### src/rtl/shoup_precompute_pkg.sv
// Shared types and constants for the Shoup operand precompute block.
// Operand width and the precompute FSM states live here so other lanes can reuse them.
package shoup_precompute_pkg;

  localparam int FSIZE = 64;

  typedef enum logic [1:0] {
    SP_IDLE = 2'd0,
    SP_DIV  = 2'd1,
    SP_DONE = 2'd2
  } shoup_pre_state_t;

  // Accept-to-out_valid latency of a legal request at the default width.
  localparam int SHOUP_PRE_LAT = FSIZE + 1;

endpackage

### src/rtl/shoup_precompute_div_step.sv
// One restoring-division step: shift the partial remainder left, subtract p if it fits.
// Purely combinational so a wider-radix variant can chain several per cycle.
module shoup_div_step #(
  parameter int DATA_SIZE = 64
) (
  input  logic [DATA_SIZE:0]   rem,
  input  logic [DATA_SIZE-1:0] p,
  output logic [DATA_SIZE:0]   next_rem,
  output logic                 qbit
);

  logic [DATA_SIZE:0] w_t;

  // rem < p always holds, so the top bit of rem is zero and the shift loses nothing.
  assign w_t      = {rem[DATA_SIZE-1:0], 1'b0};
  assign qbit     = rem[DATA_SIZE] | (w_t >= {1'b0, p});
  assign next_rem = qbit ? (w_t - {1'b0, p}) : w_t;

endmodule

### src/rtl/shoup_precompute.sv
// Produces (w, p, floor(w * 2^DATA_SIZE / p)) for the Shoup multiplier lanes,
// using a bit-serial restoring divider with valid/ready on both sides.
module shoup_precompute
  import shoup_precompute_pkg::*;
#(
  parameter int DATA_SIZE = FSIZE,
  parameter int ID        = 0,
  parameter bit SIM_MODE  = 1'b0
) (
  input  logic                 clk,
  input  logic                 rst,
  input  logic                 in_valid,
  output logic                 in_ready,
  input  logic [DATA_SIZE-1:0] in_scalar,
  input  logic [DATA_SIZE-1:0] in_p,
  output logic                 out_valid,
  input  logic                 out_ready,
  output logic [DATA_SIZE-1:0] out_scalar,
  output logic [DATA_SIZE-1:0] out_p,
  output logic [DATA_SIZE-1:0] out_scalar_div_p,
  output logic                 out_err
);

  localparam int CNT_W = $clog2(DATA_SIZE + 1);

  shoup_pre_state_t     r_state;
  shoup_pre_state_t     w_state_next;
  logic [DATA_SIZE:0]   r_rem;
  logic [DATA_SIZE:0]   w_next_rem;
  logic [DATA_SIZE-1:0] r_q;
  logic [DATA_SIZE-1:0] r_scalar;
  logic [DATA_SIZE-1:0] r_p;
  logic [CNT_W-1:0]     r_cnt;
  logic                 r_err;
  logic                 w_qbit;
  logic                 w_legal;
  logic                 w_accept;

  assign w_legal  = (in_p != '0) && (in_scalar < in_p);
  assign w_accept = in_valid && in_ready;

  shoup_div_step #(
    .DATA_SIZE(DATA_SIZE)
  ) u_step (
    .rem     (r_rem),
    .p       (r_p),
    .next_rem(w_next_rem),
    .qbit    (w_qbit)
  );

  always_ff @(posedge clk) begin
    if (rst) begin
      r_state <= SP_IDLE;
    end else begin
      r_state <= w_state_next;
    end
  end

  always_comb begin
    w_state_next = r_state;
    in_ready     = 1'b0;
    out_valid    = 1'b0;
    case (r_state)
      SP_IDLE: begin
        in_ready = 1'b1;
        if (in_valid) begin
          w_state_next = w_legal ? SP_DIV : SP_DONE;
        end
      end
      SP_DIV: begin
        if (r_cnt == CNT_W'(1)) begin
          w_state_next = SP_DONE;
        end
      end
      SP_DONE: begin
        out_valid = 1'b1;
        // Returning to IDLE first keeps the output handshake and the next accept in separate cycles.
        if (out_ready) begin
          w_state_next = SP_IDLE;
        end
      end
      default: w_state_next = SP_IDLE;
    endcase
  end

  always_ff @(posedge clk) begin
    if (rst) begin
      r_rem    <= '0;
      r_q      <= '0;
      r_scalar <= '0;
      r_p      <= '0;
      r_cnt    <= '0;
      r_err    <= 1'b0;
    end else begin
      case (r_state)
        SP_IDLE: begin
          if (in_valid) begin
            r_scalar <= in_scalar;
            r_p      <= in_p;
            r_q      <= '0;
            r_rem    <= {1'b0, in_scalar};
            r_cnt    <= CNT_W'(DATA_SIZE);
            r_err    <= !w_legal;
          end
        end
        SP_DIV: begin
          r_rem <= w_next_rem;
          r_q   <= {r_q[DATA_SIZE-2:0], w_qbit};
          r_cnt <= r_cnt - CNT_W'(1);
        end
        SP_DONE: begin
          if (out_ready) begin
            r_err <= 1'b0;
          end
        end
        default: ;
      endcase
    end
  end

  always_ff @(posedge clk) begin
    if (SIM_MODE && !rst && w_accept && !w_legal) begin
      $error("shoup_precompute[%0d]: illegal request w=%0h p=%0h", ID, in_scalar, in_p);
    end
  end

  assign out_scalar       = r_scalar;
  assign out_p            = r_p;
  assign out_scalar_div_p = r_q;
  assign out_err          = r_err;

endmodule

### config.mk
export PLATFORM = sky130hd
export DESIGN_NAME = shoup_precompute
export DESIGN_NICKNAME = d
export VERILOG_FILES = /design/src/rtl/shoup_precompute_pkg.sv /design/src/rtl/shoup_precompute_div_step.sv /design/src/rtl/shoup_precompute.sv
export SDC_FILE = /design/constraint.sdc
export NUM_CORES = 1
export LEC_CHECK = 0
export CAP_MARGIN = 15
export CORE_AREA = 2 2 206 208
export CTS_BUF_LIST = sky130_fd_sc_hd__clkbuf_16
export DETAILED_ROUTE_END_ITERATION = 8
export DIE_AREA = 0 0 208 210
export GPL_TIMING_DRIVEN = 0
export PLACE_DENSITY_LB_ADDON = 0.1
export SLEW_MARGIN = 20
export SYNTH_ARGS = -nofsm -noshare
export SYNTH_HDL_FRONTEND = slang
export SYNTH_SLANG_ARGS = --single-unit
### constraint.sdc
create_clock -name clk -period 7.6 [get_ports clk]
set_input_delay 0.76 -clock clk [delete_from_list [all_inputs] [get_ports clk]]
set_output_delay 0.76 -clock clk [all_outputs]
set_load 0.05 [all_outputs]
[After elaboration in Yosys (flattened, before gate mapping)]
Index checks and enable logic that the tools add are counted.
Cells by class
  add/sub/neg operators: 2
  $lt $le $gt $ge: 2
  equal/unequal tests: 6
  multiplexer cells: 17
  bitwise gates (word level): 1
  reductions and logical operators: 10
Operators with widths (number)
  65-bit two-way mux: 2
  65-bit case mux with 2 select lines: 1
  64-bit case mux with 2 select lines: 1
  65-bit by 64-bit >= comparator with 1-bit output: 1
  65-bit by 64-bit subtractor with 65-bit output: 1
  64-bit less-than comparator: 1
  64-bit two-way mux: 1
  64-bit nonzero test: 1
  7-bit case mux with 2 select lines: 1
  2-bit two-way mux: 4
  7-bit by 1-bit equality test with 1-bit output (second input constant): 1
  7-bit two-way mux: 1
  7-bit by 1-bit subtractor with 7-bit output (second input constant): 1
  2-bit inequality test (second input constant): 3
  2-bit case mux with 3 select lines: 1
  3-bit AND reduction: 2
  1-bit two-way mux: 4
  2-bit AND reduction: 2
  2-bit nonzero test: 2
  2-bit by 1-bit equality test with 1-bit output (second input constant): 1
  2-bit equality test (second input constant): 1
  2-bit logical NOT: 1
  1-bit case mux with 2 select lines: 1
  1-bit logical AND: 1
  2 further kinds: 2
Word-level totals
  bits in registers: 267
  bits of input ports: 132
  output and inout port bits: 195
  logic and storage cells: 45

[Longest topological paths before layout]
  depth after elaboration: 5
  mapped depth: 15
  gate-level depth less buffers: 12

[Cells and area by module]
From an unflattened synthesis, not the netlist that was laid out.
Unflattened totals
  cell total of the unflattened synthesis: 2230
  area total of the unflattened synthesis: 16438.3 um2
By module, submodules not included
  shoup_precompute: times used 1, cells each 1434, area an instance 11487.3 um2, sequential area each 5345.1 um2
  shoup_div_step: times used 1, cells each 796, area an instance 4951.0 um2, sequential area each 0.0 um2

[Least setup slack after synthesis]
Ideal clock, no wire load.
  path type: register -> register
  from: reg r_p[38] (netlist: out_p[38])
  to: reg r_rem[11]
  library setup time: 0.128 ns
  data arrival time: 3.113 ns
  required time: 7.472 ns
  slack: 4.360 ns
  cell stages (with the launch flop): 15
  path buffers: 2
  clock period less this slack: 3.240 ns
  cell sequence: dfxtp_1 inv_1 ha_1 clkbuf_1 a21o_1 a21o_1 a21oi_1 o221ai_1 nand2_1 nand3_2 a31oi_4 buf_4 mux2_1 a222oi_1 nor2_1
On the way
  cells in the longest elaborated chain, start to end: 4
RTL lines
  start, declared: RTL line shoup_precompute.sv:32  | logic [DATA_SIZE-1:0] r_p;
  start signal, assigned: RTL line shoup_precompute.sv:99  | r_p <= in_p;
  65-bit by 64-bit >= comparator with 1-bit output: RTL line shoup_precompute_div_step.sv:16  | assign qbit = rem[DATA_SIZE] | (w_t >= {1'b0, p});
  1-bit bitwise OR: RTL line shoup_precompute_div_step.sv:16
  65-bit two-way mux: RTL line shoup_precompute_div_step.sv:17  | assign next_rem = qbit ? (w_t - {1'b0, p}) : w_t;
  65-bit case mux with 2 select lines: RTL line shoup_precompute.sv:95  | case (r_state)
  end signal, assigned: RTL line shoup_precompute.sv:101  | r_rem <= {1'b0, in_scalar};
  end signal, assigned: RTL line shoup_precompute.sv:107  | r_rem <= w_next_rem;
  end, declared: RTL line shoup_precompute.sv:28  | logic [DATA_SIZE:0] r_rem;
No other way between the ends.
A chain may end at the register's enable or synchronous reset.

[Final worst setup path]
  from: reg r_p[56] (netlist: out_p[56])
  to: reg r_rem[42]
The elaborated chain is that of the path after synthesis.

==> qor.yml <==
die:
  core_area_um2: 41500
  rows: 75
  fp.dieW_um: 208
  dieHeight_um: 210
  dieArea_um2: 43700
  initial_core_util: 0.386
  num_io_pins: 327
cells_and_area:
  regArea_um2: 5350
  multi_input_area_um2: 9570
  final_core_util: 0.503
  fillers: 4179
  fin_nets: 2712
  fin_cells: 3006
  area_delta_synth_final_pct: 30.5
  drive_gt1_frac: 0.0385
  diodes: 0
clock_tree:
  postCtsHoldBufs: 0
  clock_path_buffers: 3
  postCtsSetupBuffers: 0
  cts_buffers: 31
  clk_latency_ns: 0.61
  clock-sinks: 267
  clk_pin_slew_ns: 0.06
  htreeDepth: 1
  cts_root_buf: "clkbuf_16"
  ctsResizeCount: 0
  cts_tree: "yes"
synth:
  ys_types: 80
  postSynth.asyncResetShare: 0
  synth_area_leaders: "dfxtp_1 (33%), ha_1 (10%), a21oi_1 (8.6%), nand2_1 (8.2%), a22oi_1 (4.6%)"
  synth_edf_count: 0
  synth.net_count: 2354
  synth_adder_area_share: 0.102
  synth_top_area_frac: 0.334
  mappedNetlistArea_um2: 16000
  synth_commonest_cells: "nand2_1 (350), a21oi_1 (276), dfxtp_1 (267), nor2_1 (153), inv_1 (148)"
  synth_flop_cell: "dfxtp_1"
  synth_most_common_cell: "nand2_1"
  ys_seq_area_frac: 0.334
  synth_xor_area_frac: 0.0312
  synthMuxAreaShare: 0.0134
  ys_ff_latch: 267
  synth_compound_gate_area_share: 0.259
  syn_area_per_cell_um2: 7.65
  synth_top_family_by_area: "compound AO/OA/AOI/OAI gates"
  syn-instance-count: 2092
  yosysWarnings: 0
  synth-simple-area-share: 0.191
  synth_top_area_cell: "dfxtp_1"
routing:
  via_per_inst: 5.54
  wl_per_cell_um: 21.2
  dr.pass1.iters: 6
  postRouteAntennaNets: 0
  wirelength_um: 63600
  drt_iter0_markers: 1320
  drc: 0
  vias: 16663
sta:
  skew_ns: 0.0298
  hold_viol_final: 0
  setup_viol: 0
  period_share: 0.514
  fmax_mhz: 256
  finalCriticalPeriod_ns: 3.90
  rsz0062_at_grt: "false"
  finalSetupTns_ns: 0
  tightest_slew_ns: 1.19
  relSlewSlack: 0.208
  slew_violations: 0
setup_path:
  critPathBufInv: 4
  cp_common_cell: "buf_2"
  end_kind: "flop"
  critical-path-slowest-cell: "a31oi_4"
  ff2ff_path_depth: 14
  cp_max_fo: 10
  crit_type: "reg -> reg"
  ff2ff_setup_slack_ns: 3.70
  worst_path_largest_cell_delay_ns: 0.41
  reg2reg_from: "out_p[56]"
  arrival_ns: 4.32
  start_kind: "flop"
  path_cells: "inv_1 -> ha_1 -> buf_2 -> a21oi_1 -> o21ai_0 -> nor4_1 -> o221ai_1 -> nand2_1 -> nand3_2 -> a31oi_4 -> buf_2 -> buf_4 -> mux2i_1 -> o22ai_1"
  critPathRequiredTime_ns: 8.02
  reg2reg_to: "r_rem[42]"
  critPathTopFamily: "compound AO/OA/AOI/OAI gates"
pwr:
  total_power_mw: 9.42
  pwr_density_cell_nw_per_um2: 451
  p_leak_nw: 8.37
  irDropWorstVdd_uv: 267
worst_hold_path:
  hold_class: "reg -> reg"
  hold_start: "out_scalar[42]"
  min_path_cells: 2
  holdPathEnd: "out_scalar[42]"
placed_design:
  dpl.cell_count: 2956
  gp_congestion: 0.935
  numPortBuffers: 325
  hpwl_um: 49400
grt:
  grt_pass1_wl_um: 95700
  grt_max_degree: 17
  grt_pass1_vias: 16191
  antenna_found_initial: 1
  grt_usage: 0.281
  grt-ovfl-total: 0
outcome:
  status: "finished, final reports clean"
flow_run:
  maxCapViolCount: 0
per-stage QoR:
| stage | hold WS, ns | worst slack [ns] | cell area, um2 |
|---|---|---|---|
| 2_1_floorplan | 0.436 | 4.36 | 16000 |
| 3_3_place_gp | 0.441 | 2.75 | 19900 |
| 3_5_place_dp | 0.446 | 3.42 | 20000 |
| 4_1_cts | 0.454 | 3.77 | 20900 |
| 5_1_grt | 0.473 | 3.52 | 20900 |
| 6_report | 0.452 | 3.70 | 20900 |
final cells by class:
| cell class | count | area share |
|---|---|---|
| multi-input cells | 1541 | 0.458 |
| flip-flops and latches | 267 | 0.256 |
| repair buffers | 325 | 0.156 |
| clock buffers | 31 | 0.0372 |
| well taps | 539 | 0.0323 |
| plain buffers | 136 | 0.0268 |
| inverters | 148 | 0.0266 |
| clock inverters | 19 | 0.00719 |
where the power goes:
part,internal [mW],switching [mW]
combinational,2.23,3.91
clock,0.799,0.628
sequential,1.65,0.206
total,4.68,4.74
placed cells by master, fill, tap and decap left out, types with 9 or more instances in the layout:
cell type        synthesis  final
buf_2                   15     15
ha_1                   129    129
clkbuf_16                0     31
buf_1                    9      9
nor2b_1                 17     17
inv_1                  148    155
o21bai_1                13     13
o21a_1                  11     11
a21oi_1                276    276
nand4_1                 41     41
nor3_1                  18     18
a31oi_1                 14     14
a22oi_1                 99     99
o211ai_1                11     11
nor4_1                  26     24
o221ai_1                13     13
clkbuf_1               104    103
dfxtp_1                267    267
xor2_1                  18     18
xnor2_1                 39     39
a21o_1                  56     56
nand2_1                350    350
clkdlybuf4s50_1          0    325
o21ai_0                 54     54
nand2b_1                13     13
nand3_1                 21     21
nor2_1                 153    153
o22ai_1                 33     33
a222oi_1                12     12
layer usage:
| layer | global-route usage | vias up | wire (um) |
|---|---|---|---|
| met5 | 0 | - | 12 |
| met4 | 0.0888 | 2 | 1800 |
| met1 | 0.382 | 7855 | 28600 |
| li1 | - | 8118 | - |
| met2 | 0.442 | 593 | 28000 |
| met3 | 0.0639 | 95 | 5220 |
how the worst max path moves through the flow:
stage | endpoint | cells after the start | slack (ns) | start
floorplan | r_rem[11] | 14 | 4.36 | out_p[38]
global placement | out_err | 12 | 2.75 | in_scalar[17]
detailed placement | out_err | 12 | 3.42 | in_p[51]
CTS | r_rem[42] | 14 | 3.77 | out_p[56]
global route | r_rem[42] | 14 | 3.52 | out_p[56]
finish | r_rem[42] | 14 | 3.70 | out_p[56]
cell families (layout without fill, tap and decap cells):
logic type	Yosys count	in the layout
and+or+nand+nor	685	685
DFF	267	267
xor gates and xnor gates	57	57
AOI/OAI and AO/OA	649	649
buffers and inverters	284	659
muxes	20	20
adders and majority gates	130	130
worst reg2reg max path: stages, from the launching register on:
cell      delay [ns]
dfxtp_1         0.36
inv_1           0.07
ha_1            0.28
buf_2           0.18
a21oi_1         0.28
o21ai_0         0.22
nor4_1          0.32
o221ai_1        0.17
nand2_1         0.13
nand3_2         0.16
a31oi_4         0.41
buf_2           0.38
buf_4           0.36
mux2i_1         0.29
o22ai_1         0.12
sequential cells by signal, summed over array words and instances (netlist names):
| signal | cells |
|---|---|
| r_state | 2 |
| out_scalar_div_p | 64 |
| r_cnt | 7 |
| out_scalar | 64 |
| out_err | 1 |
| out_p | 64 |
| r_rem | 65 |
Power figures use the tool's default switching activity.
